[config.mk]
export PLATFORM = sky130hd
export DESIGN_NAME = bcd_seg_mux_flat
export DESIGN_NICKNAME = d
export VERILOG_FILES = /design/src/rtl/bcd_seg_mux_if.sv /design/src/rtl/bcd_seg_mux.sv /design/src/flat_wrapper.sv
export SDC_FILE = /design/constraint.sdc
export NUM_CORES = 1
export LEC_CHECK = 0
export ABC_AREA = 1
export BUFFER_PORTS_ARGS = -buffer_cell sky130_fd_sc_hd__buf_2
export CAP_MARGIN = 40
export CORE_MARGIN = 2
export CORE_UTILIZATION = 35
export CTS_CLUSTER_SIZE = 10
export DETAILED_ROUTE_END_ITERATION = 8
export GPL_ROUTABILITY_DRIVEN = 0
export GPL_TIMING_DRIVEN = 0
export PLACE_DENSITY = 0.56
export SYNTH_ARGS = -nofsm -noshare
export SYNTH_HDL_FRONTEND = slang
export SYNTH_SLANG_ARGS = --single-unit
[constraint.sdc]
create_clock -name CLK -period 2.26 [get_ports CLK]
set_input_delay 0.226 -clock CLK [delete_from_list [all_inputs] [get_ports CLK]]
set_output_delay 0.226 -clock CLK [all_outputs]
set_load 0.01 [all_outputs]
[src/rtl/bcd_seg_mux_if.sv]
// Digit-in / segment-out bundle between the BCD counter, the display mux and the LED driver.
interface bcd_seg_mux_if;
    logic       enable;
    logic [3:0] digit_1;
    logic [3:0] digit_2;
    logic [6:0] seg;
    logic [1:0] an;
    logic       frame_tick;

    modport master (output enable, digit_1, digit_2, input seg, an, frame_tick);
    modport slave  (input enable, digit_1, digit_2, output seg, an, frame_tick);
endinterface

[src/rtl/bcd_seg_mux.sv]
// Two-digit time-multiplexed 7-segment driver with blank gaps and per-frame digit snapshot.
// Optional macro LEADING_ZERO_BLANK_EN blanks the tens slot when the tens digit is 0.
module bcd_seg_mux #(
    parameter int REFRESH_DIV = 50000,
    parameter int GAP_CYCLES  = 16
) (
    input  logic          CLK,
    input  logic          RST_N,
    bcd_seg_mux_if.slave  dif
);
    localparam int MAX_RG  = (REFRESH_DIV > GAP_CYCLES) ? REFRESH_DIV : GAP_CYCLES;
    localparam int MAX_LEN = (MAX_RG > 1) ? MAX_RG : 1;
    localparam int CW      = $clog2(MAX_LEN) + 1;
    localparam bit HAS_GAP = (GAP_CYCLES > 0);
    localparam logic [CW-1:0] SHOW_LAST = CW'(REFRESH_DIV - 1);
    localparam logic [CW-1:0] GAP_LAST  = CW'(HAS_GAP ? GAP_CYCLES - 1 : 0);

    typedef enum logic [2:0] {OFF, GAP0, SHOW_ONES, GAP1, SHOW_TENS} state_t;

    state_t        state_q, state_d;
    logic [CW-1:0] cnt_q, cnt_d;
    logic [3:0]    snap_ones_q, snap_ones_d;
    logic [3:0]    snap_tens_q, snap_tens_d;
    logic [6:0]    seg_q, seg_d;
    logic [1:0]    an_q, an_d;
    logic          tick_q, tick_d;

    function automatic logic [6:0] decode(input logic [3:0] d);
        case (d)
            4'd0:    decode = 7'h40;
            4'd1:    decode = 7'h79;
            4'd2:    decode = 7'h24;
            4'd3:    decode = 7'h30;
            4'd4:    decode = 7'h19;
            4'd5:    decode = 7'h12;
            4'd6:    decode = 7'h02;
            4'd7:    decode = 7'h78;
            4'd8:    decode = 7'h00;
            4'd9:    decode = 7'h10;
            default: decode = 7'h3F;
        endcase
    endfunction

    always_comb begin
        state_d     = state_q;
        cnt_d       = cnt_q + 1'b1;
        snap_ones_d = snap_ones_q;
        snap_tens_d = snap_tens_q;
        tick_d      = 1'b0;
        an_d        = 2'b11;
        seg_d       = 7'h7F;

        if (!dif.enable) begin
            state_d = OFF;
        end else begin
            case (state_q)
                OFF:       state_d = HAS_GAP ? GAP0 : SHOW_ONES;
                GAP0:      if (cnt_q == GAP_LAST)  state_d = SHOW_ONES;
                SHOW_ONES: if (cnt_q == SHOW_LAST) state_d = HAS_GAP ? GAP1 : SHOW_TENS;
                GAP1:      if (cnt_q == GAP_LAST)  state_d = SHOW_TENS;
                SHOW_TENS: if (cnt_q == SHOW_LAST) state_d = HAS_GAP ? GAP0 : SHOW_ONES;
                default:   state_d = OFF;
            endcase
        end

        if (state_d != state_q || state_d == OFF) cnt_d = '0;

        // Both digits are latched together on frame entry so the pair is never torn.
        if (state_d == SHOW_ONES && state_q != SHOW_ONES) begin
            snap_ones_d = dif.digit_1;
            snap_tens_d = dif.digit_2;
            tick_d      = 1'b1;
        end

        // Outputs follow the next state so they change on the transition edge.
        case (state_d)
            SHOW_ONES: begin
                an_d  = 2'b10;
                seg_d = decode(snap_ones_d);
            end
            SHOW_TENS: begin
`ifdef LEADING_ZERO_BLANK_EN
                if (snap_tens_d != 4'd0) begin
                    an_d  = 2'b01;
                    seg_d = decode(snap_tens_d);
                end
`else
                an_d  = 2'b01;
                seg_d = decode(snap_tens_d);
`endif
            end
            default: ;
        endcase
    end

    always_ff @(posedge CLK or negedge RST_N) begin
        if (!RST_N) begin
            state_q     <= GAP0;
            cnt_q       <= '0;
            snap_ones_q <= '0;
            snap_tens_q <= '0;
            seg_q       <= 7'h7F;
            an_q        <= 2'b11;
            tick_q      <= 1'b0;
        end else begin
            state_q     <= state_d;
            cnt_q       <= cnt_d;
            snap_ones_q <= snap_ones_d;
            snap_tens_q <= snap_tens_d;
            seg_q       <= seg_d;
            an_q        <= an_d;
            tick_q      <= tick_d;
        end
    end

    assign dif.seg        = seg_q;
    assign dif.an         = an_q;
    assign dif.frame_tick = tick_q;
endmodule
[src/flat_wrapper.sv]
// flat-port wrapper written by rule: the top's interface ports become plain ports
module bcd_seg_mux_flat 
#(
    parameter int REFRESH_DIV = 50000,
    parameter int GAP_CYCLES  = 16
)
  (CLK, RST_N, dif_enable, dif_digit_1, dif_digit_2, dif_seg, dif_an, dif_frame_tick);
  bcd_seg_mux_if dif_i ();
  input  logic CLK;
  input  logic RST_N;
  input wire logic [$bits(dif_i.enable)-1:0] dif_enable;
  input wire logic [$bits(dif_i.digit_1)-1:0] dif_digit_1;
  input wire logic [$bits(dif_i.digit_2)-1:0] dif_digit_2;
  output wire logic [$bits(dif_i.seg)-1:0] dif_seg;
  output wire logic [$bits(dif_i.an)-1:0] dif_an;
  output wire logic [$bits(dif_i.frame_tick)-1:0] dif_frame_tick;
  assign dif_i.enable = dif_enable;
  assign dif_i.digit_1 = dif_digit_1;
  assign dif_i.digit_2 = dif_digit_2;
  assign dif_seg = dif_i.seg;
  assign dif_an = dif_i.an;
  assign dif_frame_tick = dif_i.frame_tick;
  bcd_seg_mux #(.REFRESH_DIV(REFRESH_DIV), .GAP_CYCLES(GAP_CYCLES)) u_core (.CLK(CLK), .RST_N(RST_N), .dif(dif_i));
endmodule
==> impl_metrics.py <==
metrics = {
    "run_status": {
        "violations": "negative setup slack",
        "status": "complete, but fails checks",
    },
    "finish": {
        "finalNonFillerCells": 426,
        "fin_area_um2": 3115,
        "multi_input_area_um2": 1361,
        "nets": 369,
        "layout_commonest_cell": "nand2_1",
        "syn2layout_area_growth_pct": 30.64,
        "drive_above_1_share": 0.3786,
        "antenna_cells": 0,
        "seqCellArea_um2": 964.7,
        "final_util": 0.4663,
        "layout_common_cells": "nand2_1 (60), inv_1 (39), dfrtp_1 (27), nand3_1 (26)",
        "n_fill_cell": 675,
    },
    "grt": {
        "grt_usage": 0.1508,
        "antenna_found_initial": 0,
        "grt_pass1_wl_mm": 9.025,
        "grt_pass1_vias": 1987,
        "grt_max_degree": 25,
        "grt_overflow_total": 0,
    },
    "yosys": {
        "ys_seq_elements": 38,
        "yosys.area.top_type": "dfrtp_1",
        "synth_cell_type_count": 31,
        "async_reset_ff_frac": 1.000,
        "synthFlopType": "dfrtp_1",
        "synthCells": 291,
        "syn_nets": 315,
        "syn_area_um2": 2385,
        "yosys_warnings": 0,
        "synth_top_area_frac": 0.2938,
        "synth_edf_count": 0,
        "synth_area_leaders": "dfrtp_1 (29%), dfstp_2 (11%), nand2_1 (11%)",
        "syn_avg_cell_area_um2": 8.195,
        "yosysSeqAreaShare": 0.4040,
    },
    "power_and_ir_drop": {
        "pwr-share-seq": 0.508,
        "p_int_mw": 1.041,
        "power_frac_comb": 0.060,
        "powerDensity_nw_per_um2": 433.9,
        "p_switching_uw": 310.4,
        "swShare": 0.2296,
        "clock_power_share": 0.432,
        "ir_drop_mv": 0.4115,
        "p_leak_nw": 1.400,
    },
    "critical_path": {
        "critPathCaptureType": "flop",
        "r2r_start": "u_core.cnt_q[0]",
        "critical_path_class": "reg2reg",
        "path_max_fanout": 8,
        "crit_path_end": "u_core.dif.seg[0]",
        "r2r_slack_ns": -0.03,
        "startpoint_type": "flop",
        "arrival_ns": 2.51,
        "worstPathRequired_ns": 2.48,
        "rr_worst_depth": 17,
        "startpoint": "u_core.cnt_q[0]",
        "r2r_end": "u_core.dif.seg[0]",
    },
    "floorplanning": {
        "fp.dieArea_um2": 7490,
        "die_height_um": 86.55,
        "die_x_um": 86.55,
        "core_area_um2": 6681,
        "rows": 30,
        "initial_core_util": 0.3569,
        "ioPinCount": 21,
    },
    "sta": {
        "slew_viol_final": 0,
        "fin_crit_ns": 2.289,
        "tns_ns": -0.09956,
        "fmax_ghz": 0.4369,
        "finalSetupViolations": 5,
        "skew_ns": 0.008016,
        "slew_headroom": 0.7536,
        "rsz0062_at_grt": "yes",
        "finalCritPeriodShare": 1.013,
        "worst_pin_slew_ns": 0.3696,
        "hold_violations": 0,
        "setup_ws_ns": -0.02907,
    },
    "clocking": {
        "cts_htree_levels": 2,
        "cts.path.max_buffers": 2,
        "clock_sinks": 38,
        "cts_tree": "done",
        "clock-root-buffer": "clkbuf_8",
        "cts_buffers": 5,
        "clk_latency_ns": 0.29,
        "cts.clk_slew.worst_paths_ns": 0.08,
    },
    "routing": {
        "dr_total_vias": 1987,
        "drt-total-wl_mm": 5.236,
        "dr.pass1.iters": 4,
        "top_layer": "met4",
        "wl_met1_mm": 2.313,
        "postRouteAntennaNets": 0,
        "wl_met2_mm": 2.766,
        "avgRoutedWirePerCell_um": 12.29,
        "via_per_inst": 4.664,
        "drt_iter0_drc": 69,
        "wl_met3_um": 125,
        "drc": 0,
    },
    "place": {
        "portBuffers": 20,
        "place_area_um2": 2605,
        "dpl.hpwl_mm": 3.494,
        "dp_cells": 392,
    },
    "min_path": {
        "hp-class": "in2reg",
    },
    "run": {
        "cap_violations": 0,
    },
}
## layer usage
| metal | global-route usage | vias up |
|---|---|---|
| li1 | - | 1011 |
| met4 | 0.03835 | 0 |
| met1 | 0.1830 | 942 |
| met3 | 0.02952 | 4 |
| met2 | 0.2727 | 30 |
| met5 | 0 | - |
## synthesized netlist by cell type, types with 2 or more instances
| master | count |
|---|---|
| o21ai_0 | 6 |
| dfstp_2 | 10 |
| ha_1 | 13 |
| dfrtp_1 | 28 |
| xor2_1 | 11 |
| nand3_1 | 29 |
| nand3b_1 | 4 |
| buf_6 | 2 |
| xnor2_1 | 3 |
| inv_1 | 46 |
| nor2_2 | 5 |
| nand4_1 | 6 |
| nor2_1 | 24 |
| nand2_1 | 69 |
| nand2_2 | 3 |
| nor3_1 | 3 |
| o21ai_2 | 5 |
| nor2_4 | 8 |
| a21oi_1 | 2 |
| inv_2 | 3 |
## worst min path at each step
stage	slack, ns	cells after the start	startpoint	to
6_report	0.20	3	dif_digit_1[3]	u_core.snap_ones_q[3]
5_1_grt	0.23	3	dif_digit_1[3]	u_core.snap_ones_q[3]
4_1_cts	0.19	3	dif_digit_1[3]	u_core.snap_ones_q[3]
3_5_place_dp	0.17	1	RST_N	u_core.cnt_q[5]
3_3_place_gp	0.40	1	RST_N	u_core.cnt_q[3]
2_1_floorplan	-0.07	0	RST_N	u_core.cnt_q[0]
## critical path, cell delays in order (launching register included)
cell and delay [ns]:
dfrtp_1 0.36, ha_2 0.21, nand3_4 0.10, nor2_4 0.11, inv_2 0.04, nor2_2 0.10
nand4_1 0.13, buf_6 0.18, buf_12 0.15, o21ai_4 0.20, inv_4 0.10, ha_4 0.17
inv_2 0.04, nand3_2 0.07, nand2_1 0.06, nand2_1 0.05, nand3_1 0.07, nand3_1 0.08
## sequential cells by signal (all words and copies together), names as in the netlist
register and flops:
u_core.dif.frame_tick 1, u_core.snap_tens_q 4, u_core.cnt_q 17, u_core.dif.seg 7
u_core.dif.an 2, u_core.state_q 3, u_core.snap_ones_q 4
## power groups by stage
stage	Combinational (mW)	Sequential (mW)	Clock, mW
after global placement	0.0618	0.700	0
after global routing	0.0918	0.687	0.630
after floorplan	0.0323	0.700	0
after detailed placement	0.0672	0.701	0
after CTS	0.0769	0.687	0.596
final	0.0817	0.687	0.584
## final cells by class
class	count	area share
Buffer	3	0.01486
Clock buffer	5	0.02209
Clock inverter	3	0.01285
Inverter	50	0.06305
Multi-Input combinational cell	200	0.4369
Sequential cell	38	0.3096
Tap cell	80	0.03213
Timing Repair Buffer	47	0.1084
## logic make-up after synthesis
logic type / share of synthesized area
and+or+nand+nor: 0.3258
buffers and inverters: 0.09549
DFF: 0.4040
AOI/OAI and AO/OA: 0.05509
xor gates and xnor gates: 0.05142
adders and majority gates: 0.06821
## timing repair
action,4_1_cts,5_1_grt
gates resized for setup,41,11
pin swaps,22,14
setup buffers,19,6
hold buffers,1,0
hold endpoints to repair,14,0
setup endpoints to repair,7,17
## metrics by stage
stage | power [mW] | worst slack [ns] | hold WS (ns)
2_1_floorplan | 0.7322 | 0.006439 | -0.06959
3_3_place_gp | 0.7622 | -0.3329 | 0.3972
3_5_place_dp | 0.7677 | -0.3280 | 0.1673
4_1_cts | 1.360 | -0.05708 | 0.1871
5_1_grt | 1.409 | -0.2152 | 0.2345
6_report | 1.352 | -0.02907 | 0.1951
No activity file was read; power rests on OpenSTA's default activity.
